**config.mk**
```make
export PLATFORM = sky130hd
export DESIGN_NAME = keystroke_scheduler
export DESIGN_NICKNAME = d
export VERILOG_FILES = /design/src/rtl/enigma_ctrl_pkg.sv /design/src/rtl/keystroke_fifo.sv /design/src/rtl/keystroke_scheduler.sv
export SDC_FILE = /design/constraint.sdc
export NUM_CORES = 1
export LEC_CHECK = 0
export ABC_AREA = 1
export CAP_MARGIN = 40
export CORE_MARGIN = 1
export CORE_UTILIZATION = 35
export DETAILED_ROUTE_END_ITERATION = 6
export PLACE_DENSITY = 0.59
export SLEW_MARGIN = 40
export SYNTH_ARGS = -nofsm -noshare
export SYNTH_HDL_FRONTEND = slang
export SYNTH_HIERARCHICAL = 1
export SYNTH_SLANG_ARGS = --single-unit
export TNS_END_PERCENT = 50
```
**constraint.sdc**
```tcl
create_clock -name CLOCK_50 -period 4.8 [get_ports CLOCK_50]
set_clock_uncertainty 0.1 [all_clocks]
set_input_delay 0.48 -clock CLOCK_50 [delete_from_list [all_inputs] [get_ports CLOCK_50]]
set_output_delay 0.48 -clock CLOCK_50 [all_outputs]
set_load 0.05 [all_outputs]
```
**src/rtl/enigma_ctrl_pkg.sv**
```systemverilog
// Scan-code constants and state encodings shared by the keystroke scheduler.
// Also holds the status-byte classifier used by the PS/2 parser.
package enigma_ctrl_pkg;

    localparam logic [7:0] SC_BREAK  = 8'hF0;
    localparam logic [7:0] SC_EXT    = 8'hE0;
    localparam logic [7:0] SC_BAT_OK = 8'hAA;
    localparam logic [7:0] SC_ACK    = 8'hFA;
    localparam logic [7:0] SC_RESEND = 8'hFE;
    localparam logic [7:0] SC_ECHO   = 8'hEE;

    typedef enum logic [1:0] {
        P_IDLE,
        P_BREAK,
        P_EXT
    } parse_state_e;

    typedef enum logic [2:0] {
        S_IDLE,
        S_WAIT,
        S_CAPTURE,
        S_ROTATE,
        S_SETTLE
    } seq_state_e;

    // Controller housekeeping bytes that never represent a key.
    function automatic logic is_status_byte(input logic [7:0] b);
        return (b == SC_BAT_OK) || (b == SC_ACK) || (b == SC_RESEND) || (b == SC_ECHO);
    endfunction

endpackage

```
**src/rtl/keystroke_fifo.sv**
```systemverilog
// Small circular keystroke queue with synchronous reset and occupancy count.
// A push into a full queue is accepted only if a pop frees a slot that cycle.
module keystroke_fifo #(
    parameter int DEPTH = 4,
    parameter int WIDTH = 8
) (
    input  logic                       clk_i,
    input  logic                       rst_i,
    input  logic                       push_i,
    input  logic                       pop_i,
    input  logic [WIDTH-1:0]           din_i,
    output logic [WIDTH-1:0]           dout_o,
    output logic [$clog2(DEPTH+1)-1:0] count_o,
    output logic                       drop_o
);

    localparam int PW = (DEPTH > 1) ? $clog2(DEPTH) : 1;
    localparam int CW = $clog2(DEPTH + 1);

    logic [WIDTH-1:0] mem_q [DEPTH];
    logic [PW-1:0]    rd_ptr_q, wr_ptr_q;
    logic [CW-1:0]    count_q;
    logic             full, empty, do_push, do_pop;

    function automatic logic [PW-1:0] nxt(input logic [PW-1:0] p);
        return (p == PW'(DEPTH - 1)) ? '0 : p + 1'b1;
    endfunction

    assign full    = (count_q == CW'(DEPTH));
    assign empty   = (count_q == '0);
    assign do_push = push_i && (!full || pop_i);
    assign do_pop  = pop_i && !empty;

    always_ff @(posedge clk_i) begin
        if (rst_i) begin
            rd_ptr_q <= '0;
            wr_ptr_q <= '0;
            count_q  <= '0;
        end else begin
            if (do_push) begin
                mem_q[wr_ptr_q] <= din_i;
                wr_ptr_q        <= nxt(wr_ptr_q);
            end
            if (do_pop)
                rd_ptr_q <= nxt(rd_ptr_q);
            case ({do_push, do_pop})
                2'b10:   count_q <= count_q + 1'b1;
                2'b01:   count_q <= count_q - 1'b1;
                default: count_q <= count_q;
            endcase
        end
    end

    assign dout_o  = mem_q[rd_ptr_q];
    assign count_o = count_q;
    assign drop_o  = push_i && full && !pop_i;

endmodule

```
**src/rtl/keystroke_scheduler.sv**
```systemverilog
// PS/2 make-code parser feeding a keystroke queue, drained by a sequencer that
// presents each key to the cipher core, captures the ciphertext and steps the rotors.
import enigma_ctrl_pkg::*;

module keystroke_scheduler #(
    parameter int SETTLE_CYCLES = 5000,
    parameter int CORE_LATENCY  = 2,
    parameter int FIFO_DEPTH    = 4
) (
    input  logic       CLOCK_50,
    input  logic       reset,
    input  logic [7:0] received_data,
    input  logic       received_data_en,
    input  logic [7:0] encoded_data,
    output logic [7:0] plain_scan,
    output logic       rotate,
    output logic [7:0] cipher_data,
    output logic       cipher_valid,
    output logic       busy,
    output logic [2:0] fifo_count,
    output logic       overflow
);

    localparam int SW = (SETTLE_CYCLES > 0) ? $clog2(SETTLE_CYCLES + 1) : 1;
    localparam int WW = (CORE_LATENCY > 1) ? $clog2(CORE_LATENCY + 1) : 1;
    localparam int CW = $clog2(FIFO_DEPTH + 1);

    parse_state_e pstate_q, pstate_d;
    logic [7:0]   held_q, held_d;
    logic         push;

    seq_state_e   seq_q;
    logic [WW-1:0] wait_q;
    logic [SW-1:0] settle_q;
    logic [7:0]   plain_q, cipher_q;
    logic         rotate_q, valid_q, overflow_q;

    logic [7:0]    fifo_head;
    logic [CW-1:0] fifo_cnt;
    logic          fifo_drop, pop;

    always_comb begin
        pstate_d = pstate_q;
        held_d   = held_q;
        push     = 1'b0;
        if (received_data_en) begin
            case (pstate_q)
                P_IDLE: begin
                    if (received_data == SC_BREAK)
                        pstate_d = P_BREAK;
                    else if (received_data == SC_EXT)
                        pstate_d = P_EXT;
                    else if (!is_status_byte(received_data) && received_data != held_q) begin
                        // Typematic repeats of the held key are filtered here.
                        push   = 1'b1;
                        held_d = received_data;
                    end
                end
                P_BREAK: begin
                    if (received_data == held_q)
                        held_d = 8'h00;
                    pstate_d = P_IDLE;
                end
                P_EXT:   pstate_d = (received_data == SC_BREAK) ? P_BREAK : P_IDLE;
                default: pstate_d = P_IDLE;
            endcase
        end
    end

    always_ff @(posedge CLOCK_50) begin
        if (reset) begin
            pstate_q <= P_IDLE;
            held_q   <= 8'h00;
        end else begin
            pstate_q <= pstate_d;
            held_q   <= held_d;
        end
    end

    assign pop = (seq_q == S_IDLE) && (fifo_cnt != '0);

    keystroke_fifo #(
        .DEPTH (FIFO_DEPTH),
        .WIDTH (8)
    ) u_fifo (
        .clk_i   (CLOCK_50),
        .rst_i   (reset),
        .push_i  (push),
        .pop_i   (pop),
        .din_i   (received_data),
        .dout_o  (fifo_head),
        .count_o (fifo_cnt),
        .drop_o  (fifo_drop)
    );

    always_ff @(posedge CLOCK_50) begin
        if (reset) begin
            seq_q    <= S_IDLE;
            wait_q   <= '0;
            settle_q <= '0;
            plain_q  <= 8'h00;
            cipher_q <= 8'h00;
            valid_q  <= 1'b0;
            rotate_q <= 1'b0;
        end else begin
            valid_q  <= 1'b0;
            rotate_q <= 1'b0;
            case (seq_q)
                S_IDLE: if (pop) begin
                    plain_q <= fifo_head;
                    wait_q  <= WW'(CORE_LATENCY - 1);
                    seq_q   <= S_WAIT;
                end
                S_WAIT: begin
                    if (wait_q == '0) begin
                        cipher_q <= encoded_data;
                        valid_q  <= 1'b1;
                        seq_q    <= S_CAPTURE;
                    end else begin
                        wait_q <= wait_q - 1'b1;
                    end
                end
                S_CAPTURE: begin
                    rotate_q <= 1'b1;
                    settle_q <= SW'(SETTLE_CYCLES);
                    seq_q    <= S_ROTATE;
                end
                S_ROTATE: seq_q <= S_SETTLE;
                S_SETTLE: begin
                    if (settle_q <= SW'(1)) begin
                        settle_q <= '0;
                        seq_q    <= S_IDLE;
                    end else begin
                        settle_q <= settle_q - 1'b1;
                    end
                end
                default: seq_q <= S_IDLE;
            endcase
        end
    end

    always_ff @(posedge CLOCK_50) begin
        if (reset)
            overflow_q <= 1'b0;
        else if (fifo_drop)
            overflow_q <= 1'b1;
    end

    assign plain_scan   = plain_q;
    assign rotate       = rotate_q;
    assign cipher_data  = cipher_q;
    assign cipher_valid = valid_q;
    assign busy         = (seq_q != S_IDLE);
    assign fifo_count   = 3'(fifo_cnt);
    assign overflow     = overflow_q;

endmodule

```
# Yosys cells after proc, flatten, opt, wreduce, memory -nomap -nowiden
# Memory sizes are Yosys's and may differ from the RTL's. A register that Yosys moved wholly into a read port is not among the register bits.
# Index checks and enable logic that the tools add are counted.
op_classes:
  bitwise: 1
  muxes: 31
  n_eq_ne: 28
  order_cmp: 1
  n_reduce_logical: 31
  addsub: 6
op_table:
  columns: ["op", "count"]
  rows:
  - ["$eq A8 B8 Y1 const B", 6]
  - ["$mux W8", 4]
  - ["$pmux W13 S2", 1]
  - ["$pmux W8 S2", 1]
  - ["$pmux W3 S5", 1]
  - ["$ne A2 B2 Y1 const B", 7]
  - ["$le A13 B1 Y1 const B", 1]
  - ["$mux W13", 1]
  - ["$sub A13 B1 Y13 const B", 1]
  - ["$mux W2", 6]
  - ["$mux W1", 11]
  - ["$mux W3", 3]
  - ["$eq A2 B2 Y1 const B", 4]
  - ["$eq A8 B8 Y1", 1]
  - ["$ne A8 B8 Y1", 1]
  - ["$pmux W2 S2", 2]
  - ["$reduce_bool A2 Y1", 4]
  - ["$eq A3 B2 Y1 const B", 2]
  - ["$eq A3 B3 Y1 const B", 2]
  - ["$logic_and A1 B1 Y1", 6]
  - ["$logic_not A3 Y1", 2]
  - ["$pmux W3 S2", 1]
  - ["$reduce_and A2 Y1", 3]
  - ["$reduce_and A3 Y1", 2]
  - ["other kinds (15)", 25]
word_totals:
  mem_count: 1
  word_cells: 111
  inputBits: 19
  ff_bits: 46
  output_inout_bits: 23
  ram_bits: 32
mem_list:
  columns: ["memory", "words", "word_bits", "rd", "rd_clocked_by_memory_dff", "wr", "line_no", "text"]
  rows:
  - ["u_fifo.mem_q", 4, 8, 1, 1, 1, "keystroke_fifo.sv:20", "logic [WIDTH-1:0] mem_q [DEPTH];"]

# Depth between registers and ports, before layout
# Gate-level depths: netlist (run 1).
depth:
  depth_word: 15
  mapped_depth: 18

# Hierarchy
# The synthesis (run 1) kept the hierarchy.
modules_own_cells:
  columns: ["mod", "seq_area_each_um2", "n_inst", "area_per_inst_um2", "cells_per_inst"]
  rows:
  - ["keystroke_scheduler", 940.9, 1, 2463.6, 361]
  - ["keystroke_fifo", 1141.1, 1, 1724.2, 149]

# Least setup slack after synthesis (run 1)
# Ideal clock, no wire load.
synth_timing:
  path_type: "register to register"
  start: "register seq_q[2]"
  end: "register u_fifo.count_q[2] (netlist: u_fifo/count_o[2])"
  setup_ns: 0.113
  t_arrival_ns: 2.373
  stages_incl_launch_ff: 14
  synth_period_minus_slack_ns: 2.587
  setup_slack_ns: 2.213
  path_cell_list: "dfxtp_1 -> nor2_1 -> nand2_1 -> a21oi_2 -> a21boi_2 -> ha_1 -> inv_1 -> fa_1 -> inv_1 -> nand2_1 -> nand3_1 -> nand2_1 -> nand2_1 -> nor2_1"
synth_between:
  elab_chain_len: 6
synth_rtl:
  columns: ["element", "line_no", "text"]
  rows:
  - ["from (decl)", "keystroke_scheduler.sv:32", "seq_state_e seq_q;"]
  - ["from (signal assigned)", "keystroke_scheduler.sv:98", "seq_q <= S_IDLE;"]
  - ["from (signal assigned)", "keystroke_scheduler.sv:112", "seq_q <= S_WAIT;"]
  - ["from (signal assigned)", "keystroke_scheduler.sv:118", "seq_q <= S_CAPTURE;"]
  - ["$logic_not A3 Y1 *", "keystroke_scheduler.sv:80", "assign pop = (seq_q == S_IDLE) && (fifo_cnt != '0);"]
  - ["$logic_and A1 B1 Y1 *", "keystroke_scheduler.sv:80", null]
  - ["named net pop", "keystroke_scheduler.sv:40", "logic fifo_drop, pop;"]
  - ["$logic_or A1 B1 Y1", "keystroke_fifo.sv:31", "assign do_push = push_i && (!full || pop_i);"]
  - ["$logic_and A1 B1 Y1", "keystroke_fifo.sv:31", null]
  - ["$eq A2 B1 Y1 or $eq A2 B2 Y1 (tied branches)", "keystroke_fifo.sv:46", "case ({do_push, do_pop})"]
  - ["$pmux W3 S2 or $reduce_bool A2 Y1 (tied branches)", null, null]
  - ["to (signal assigned)", "keystroke_fifo.sv:47", "2'b10: count_q <= count_q + 1'b1;"]
  - ["to (signal assigned)", "keystroke_fifo.sv:48", "2'b01: count_q <= count_q - 1'b1;"]
  - ["to (signal assigned)", "keystroke_fifo.sv:49", "default: count_q <= count_q;"]
  - ["to (decl)", "keystroke_fifo.sv:22", "logic [CW-1:0] count_q;"]
# Mark *: on every way through the listed nets, which the timed path passes. The rest lies on a longest branch.
# A chain may end at the register's enable or synchronous reset.

# Final worst setup path (run 1)
layout_timing:
  start: "input port received_data[1]"
  end: "memory u_fifo.mem_q[0][0], enable pin"
layout_between:
  elab_chain_len: 15
layout_rtl:
  columns: ["element", "line_no", "text"]
  rows:
  - ["from (decl)", "keystroke_scheduler.sv:12", "input logic [7:0] received_data,"]
  - ["$eq A8 B8 Y1", "enigma_ctrl_pkg.sv:28", "return (b == SC_BAT_OK) || (b == SC_ACK) || (b == SC_RESEND) || (b == SC_ECHO);"]
  - ["$logic_or A1 B1 Y1 (3 in series)", "enigma_ctrl_pkg.sv:28", null]
  - ["$logic_not A1 Y1", "keystroke_scheduler.sv:53", "else if (!is_status_byte(received_data) && received_data != held_q) begin"]
  - ["$logic_and A1 B1 Y1", "keystroke_scheduler.sv:53", null]
  - ["$mux W1", "keystroke_scheduler.sv:53", null]
  - ["$mux W1", "keystroke_scheduler.sv:51", "else if (received_data == SC_EXT)"]
  - ["$mux W1 *", "keystroke_scheduler.sv:49", "if (received_data == SC_BREAK)"]
  - ["$mux W1 *", "keystroke_scheduler.sv:47", "case (pstate_q)"]
  - ["$mux W1 *", "keystroke_scheduler.sv:46", "if (received_data_en) begin"]
  - ["named net push", "keystroke_scheduler.sv:30", "logic push;"]
  - ["$logic_and A1 B1 Y1 *", "keystroke_fifo.sv:31", null]
  - ["$mux W1 *", "keystroke_fifo.sv:40", "if (do_push) begin"]
  - ["$mux W1 *", "keystroke_fifo.sv:35", "if (rst_i) begin"]
  - ["$mux W1 (not written as such) *", "keystroke_fifo.sv:41", "mem_q[wr_ptr_q] <= din_i;"]
  - ["to (decl)", "keystroke_fifo.sv:20", null]
# Marked as above.

==> qor.yml, run 1 <==
finalSetupViolCount: 0
postRouteAntennaNets: 0
crit_type: "input pin to register"
total_leakage_power_nw: 2.12
syn-num-nets: 539
multi_input_area_mm2: 0.00181
pwr_density_cell_mw_per_mm2: 564
violations: "design-rule violations"
numCtsBuffers: 9
dp_hpwl_um: 6050
endpoint_kind: "register"
syn_inst: 510
reg2reg_to: "u_fifo/mem_q[0][0]"
h-tree-depth: 3
finalCriticalPeriod_ps: 3080
synthSimpleGateAreaFrac_pct: 25.4
worst_slew_pin_slew_ps: 810
start_util_pct: 36.4
die_h_um: 111
wirelength_um: 8630
grt_pass1_vias: 3172
grt_overflow: 0
yosysSeqAreaShare_pct: 49.7
synth_area_mm2: 0.00419
cts_buffer_depth: 2
rsz0062_at_grt: "no"
nNetsFinal: 585
avgSynthCellArea_um2: 8.21
synth_compound_area_share_pct: 12.1
maxSlewViolCount: 0
finalHoldViolCount: 0
fin_area_mm2: 0.00507
final_common_cell: "nor2_1"
required_ps: 4670
crit_start: "received_data[1]"
io_pins: 42
placed_area_mm2: 0.00471
final-seq-area_mm2: 0.00208
antenna_found_initial: 0
cts_tree: "built"
gp_congestion: 0.768
vias_per_cell: 4.72
dieArea_mm2: 0.0124
synth.top_cell.area_share_pct: 26.8
firstDrtPassIters: 6
wire_per_inst_um: 12.3
slew_headroom_pct: 45.8
worst-path-max-fanout: 8
outcome: "finished with violations"
max-vdd-ir-drop_v: 0.000197
cp-endpoint: "u_fifo/mem_q[0][0]"
chipWidth_um: 111
drc: 11
synthTopCellsByArea: "dfxtp_1 (27%), edfxtp_1 (23%), nor2_1 (9.7%)"
arrival_ps: 2950
yosys.area_share.adder_pct: 3.17
ff2ff_path_depth: 7
num_rows: 39
synth_xor_area_share_pct: 2.51
min_path_type: "register to register"
clkSinkCount: 88
r2r-start: "seq_q[2]"
cts_setup_buffers: 0
cts_resized: 0
clock_latency_ps: 340
io_buffer_count: 41
num_antenna_cells: 0
setup_tns_ps: 0
synth.mux.area_fraction_pct: 0
total_power_mw: 2.86
synth_area_leader_cell: "dfxtp_1"
drive_gt1_share_pct: 11.1
cap_violations: 0
cts-root-buf: "clkbuf_16"
synth_top_family_by_area: "simple AND/OR/NAND/NOR gates"
layout_common_cells: "nor2_1 (108), nand2_1 (87), dfxtp_1 (56)"
max_freq_mhz: 325
core-area_mm2: 0.0115
syn_to_final_growth_pct: 21.1
timing.final.crit_share_pct: 64.2
detail_route.iter0.violations: 169
yosys.cell_types.count: 36
ys_warn_count: 6
ys_ff_latch: 88
ctsHoldBuffers: 0
fill_cells: 1106
grt_pass1_wl_um: 14500
path_clk_slew_ps: 60
grt_usage_pct: 14.6
vias: 3325
grt_start_max_net_pins: 28
regToRegSetupSlack_ps: 2180
startpoint_type: "input pin"
-- cell families after synthesis --
logic type / count (synthesis)
DFF: 88
buffers and inverters: 68
adders and majority gates: 10
AOI/OAI and AO/OA: 87
and+or+nand+nor: 245
xor gates and xnor gates: 12
-- worst min path at each step --
stage / from / endpoint / slack (ps) / cells after the start
6_report: wait_q[0] / wait_q[0] / 370 / 1
5_1_grt: wait_q[0] / wait_q[0] / 390 / 1
4_1_cts: wait_q[0] / wait_q[0] / 370 / 1
3_5_place_dp: wait_q[0] / wait_q[0] / 360 / 1
3_3_place_gp: wait_q[0] / wait_q[0] / 350 / 1
2_1_floorplan: wait_q[0] / wait_q[0] / 330 / 1
-- power breakdown --
part / switching, mW / total, mW / leakage [nW] / internal [mW]
Sequential: 0.102 / 1.00 / 0.750 / 0.899
Clock: 0.274 / 0.770 / 0.166 / 0.495
Combinational: 0.721 / 1.09 / 1.21 / 0.367
Total: 1.10 / 2.86 / 2.12 / 1.76
-- area by class of cell --
| class | count | share of cell area [%] |
|---|---|---|
| Tap cell | 143 | 3.53 |
| Inverter | 60 | 4.44 |
| Sequential cell | 88 | 41.1 |
| Clock buffer | 15 | 6.12 |
| Clock inverter | 1 | 0.592 |
| Timing Repair Buffer | 43 | 8.54 |
| Multi-Input combinational cell | 354 | 35.7 |
-- metal layers --
layer	global-route usage [%]	up-vias	part of all wire [%]
met5	0	-	0
met4	6.76	0	1.9
met3	3.16	12	4.3
met2	25.0	57	47
met1	17.6	1514	46
li1	-	1742	-
-- state kept, by name, indices dropped and copies added (netlist names), 3 cells and up, named ones only --
signal          count
plain_scan          8
cipher_data         8
u_fifo/count_o      3
seq_q               3
settle_q           13
held_q              8
u_fifo/mem_q       32
-- critical path: stages --
cell and delay (ps):
clkdlybuf4s50_1 630, inv_1 100, nand3_1 150, o21a_1 170, o21ai_0 160, nor2_1 410, nand3_2 180, nor2_1 650
-- cells in the mapped netlist --
master      n
ha_1        9
nand2_4     1
nand3_1    21
a31oi_1     1
clkbuf_8    1
nand4_1     2
o21ai_1     3
nor2_2      6
nand3b_2    1
o21ai_2     3
buf_6       4
dfxtp_1    56
edfxtp_1   32
o21ai_0    39
inv_1      52
a21boi_2    1
nor3_2      1
o21a_1      2
xnor2_1     3
o211ai_1    1
o22ai_1     8
or2_2       2
nor2_4      3
fa_1        1
nand2_2     6
inv_2       8
and3_1      1
nand2_1    87
a21oi_1    19
clkbuf_1    3
xor2_1      9
a22oi_1     1
nand3_2     5
nor2_1    108
nor3_1      1
a21oi_2     9
-- stage by stage --
stage | instances | hold WS (ps) | worst slack, ps | util [%]
after floorplan | 510 | 331 | 2210 | -
after global placement | 687 | 347 | 1470 | 40.9
after detailed placement | 687 | 358 | 1320 | 40.9
after CTS | 703 | 370 | 1680 | 43.9
after global routing | 704 | 385 | 1450 | 44.0
final | 704 | 368 | 1720 | 44.0
No activity file was read; power rests on OpenSTA's default activity.
==> run 2: changes to the inputs <==
- PLACE_DENSITY: 0.59 -> 0.61
- clock period: 4.8 -> 2.6 ns (I/O delays scaled with it)
==> run 2 against run 1 <==
Compared with the run above: the run still ends with design-rule violations left; non-clock buffer count increased by 27; wire length rose by 0.71%; register-to-register slack got worse by 1900 ps; count of clock-buffer cells in the layout decreased by 2; first-iteration DRC count grew 22%; critical endpoint is now u_fifo/count_o[2].
==> qor.yml, run 2 (same netlist as run 1, synthesis figures left out) <==
pwr_density_cell_mw_per_mm2: 999  # +77%
clkSinkCount: 88  # unchanged
dieArea_mm2: 0.0124  # unchanged
layout_common_cells: "nor2_1 (108), nand2_1 (87), dfxtp_1 (56)"
top_register: "u_fifo/mem_q"
gp_congestion: 0.840  # +9.5%
setup_ws_ps: 215  # -1500 ps
dp_hpwl_um: 6310  # +4.3%
cts_setup_buffers: 0  # unchanged
finalCriticalPeriod_ps: 2380
slew_headroom_pct: 64.6  # +19 points
pre_cts_ws_ps: -148  # -1460 ps
finalSetupViolCount: 0  # unchanged
final_core_util_pct: 45.4  # +1.3 points
cap_violations: 0  # unchanged
cts_tree: "built"
dp.cells: 715  # +4.1%
finalHoldViolCount: 0  # unchanged
rsz0062_at_grt: "no"
numCtsBuffers: 9  # unchanged
firstDrtPassIters: 6  # unchanged
crit_slowest_cell: "clkdlybuf4s50_1"
top_regs: "u_fifo/mem_q x32, settle_q x13"
path_clk_slew_ps: 60  # about the same
fill_cells: 1128  # +2.0%
crit_top_cell: "nand2_1"
vias_per_cell: 4.69  # -0.74%
antenna_found_initial: 0  # unchanged
io_pins: 42  # unchanged
chipWidth_um: 111  # unchanged
detail_route.iter0.violations: 206  # +22%
violations: "design-rule violations"
power.switching_mw: 2.02  # +84%
outcome: "finished with violations"
max_freq_mhz: 419
drc: 8  # -3
crit_type: "input pin to register"
die_h_um: 111  # unchanged
wirelength_um: 8690  # +0.71%
grt_usage_pct: 15.1  # +0.52 points
switching_share_pct: 38.7  # +0.34 points
start_util_pct: 36.4  # unchanged
cts-root-buf: "clkbuf_16"
p_comb_share_pct: 40.9  # +2.8 points
num_rows: 39  # unchanged
vias: 3427  # +3.1%
clock_power_share_pct: 24.8  # -2.1 points
grt_pass1_wl_um: 15000  # +3.3%
num_antenna_cells: 0  # unchanged
worst-path-max-fanout: 5  # -3
cts_buffer_depth: 2  # unchanged
total_leakage_power_nw: 2.24  # +5.3%
power.internal_mw: 3.20  # +82%
syn_to_final_growth_pct: 24.8
maxSlewViolCount: 0  # unchanged
cts_resized: 0  # unchanged
p_seq_share_pct: 34.2  # -0.8 points
wire_per_inst_um: 11.9  # -3.0%
arrival_ps: 2520  # -430 ps
worst_slew_pin_slew_ps: 530  # -279 ps
crit_chain: "clkdlybuf4s50_1 -> nor2_1 -> nand3_1 -> o21a_1 -> o21ai_0 -> nor2_1 -> nand2_1 -> ha_1 -> inv_1 -> fa_1 -> inv_1 -> nand2_1 -> nand3_1 -> nand2_1 -> nand2_1 -> nor2_1"
final_cells: 731  # +3.8%
min_path_type: "register to register"
nNetsFinal: 612  # +4.6%
startpoint_type: "input pin"
largest_register_ffs: 32  # unchanged
h-tree-depth: 3  # unchanged
grt_pass1_vias: 3242  # +2.2%
drive_gt1_share_pct: 15.0  # +3.9 points
critPathMaxStageDelay_ps: 500  # -150 ps
ctsHoldBuffers: 0  # unchanged
io_buffer_count: 41  # unchanged
postRouteAntennaNets: 0  # unchanged
max-vdd-ir-drop_v: 0.000368  # +87%
required_ps: 2730  # -1940 ps
clock_latency_ps: 340  # about the same
endpoint_kind: "register"
core-area_mm2: 0.0115  # unchanged
timing.final.crit_share_pct: 91.7
grt_start_max_net_pins: 21  # -25%
grt_overflow: 0  # unchanged
final_common_cell: "nor2_1"
## run 2: changes by cell type in the layout (fill, tap and decap cells not counted), sizes merged
cell | previous run | this run
buf | 2 | 29
clkbuf | 15 | 13
clkinv | 0 | 1
inv | 60 | 61
## run 2: power by group through the flow
stage | Sequential, mW | Clock (mW) | Combinational [mW]
after floorplan | 2.20 | 0 | 1.16
after global placement | 1.81 | 0 | 2.12
after detailed placement | 1.82 | 0 | 2.15
after CTS | 1.79 | 1.34 | 2.16
after global routing | 1.82 | 1.40 | 2.39
final | 1.79 | 1.30 | 2.14
## run 2: worst paths after layout
| check | from | end | slack, ps | cells past startpoint |
|---|---|---|---|---|
| max | received_data[3] | u_fifo/count_o[2] | 220 | 16 |
| min | wait_q[0] | wait_q[0] | 380 | 1 |
| max reg2reg | seq_q[2] | u_fifo/count_o[2] | 320 | 13 |
| min reg2reg | wait_q[0] | wait_q[0] | 380 | 1 |
## run 2: area by class of cell
| type | instances | area, um^2 | area share [%] |
|---|---|---|---|
| flip-flops and latches | 88 | 2080 | 39.8 |
| multi-input cells | 354 | 1810 | 34.7 |
| repair buffers | 70 | 628 | 12.0 |
| clock buffers | 13 | 260 | 4.98 |
| inverters | 60 | 225 | 4.31 |
| well taps | 143 | 179 | 3.42 |
| clock inverters | 3 | 40.0 | 0.766 |
## run 2: worst max-delay path: cells and delay by family
kind                       cells  cell delay [ps]
buffers and inverters          3              630
AOI/OAI and AO/OA              2              330
adders and majority gates      2              540
and+or+nand+nor                9              770
## run 2: stage by stage
stage / hold WS [ps] / setup TNS [ps] / power (mW) / cell area (um^2)
CTS: 377 / 0 / 5.29 / 5230
floorplan: 259 / 0 / 3.36 / 4190
global route: 397 / 0 / 5.61 / 5230
global placement: 347 / -58.1 / 3.92 / 4920
detailed placement: 378 / -173 / 3.97 / 4920
finish: 378 / 0 / 5.22 / 5230
## run 2: layer usage
metal / share of wire, % / track usage [%] / up-vias
li1: - / - / 1796
met1: 47 / 18.4 / 1567
met2: 48 / 26.1 / 54
met3: 3.3 / 3.48 / 10
met4: 1.5 / 5.68 / 0
met5: 0 / 0 / -
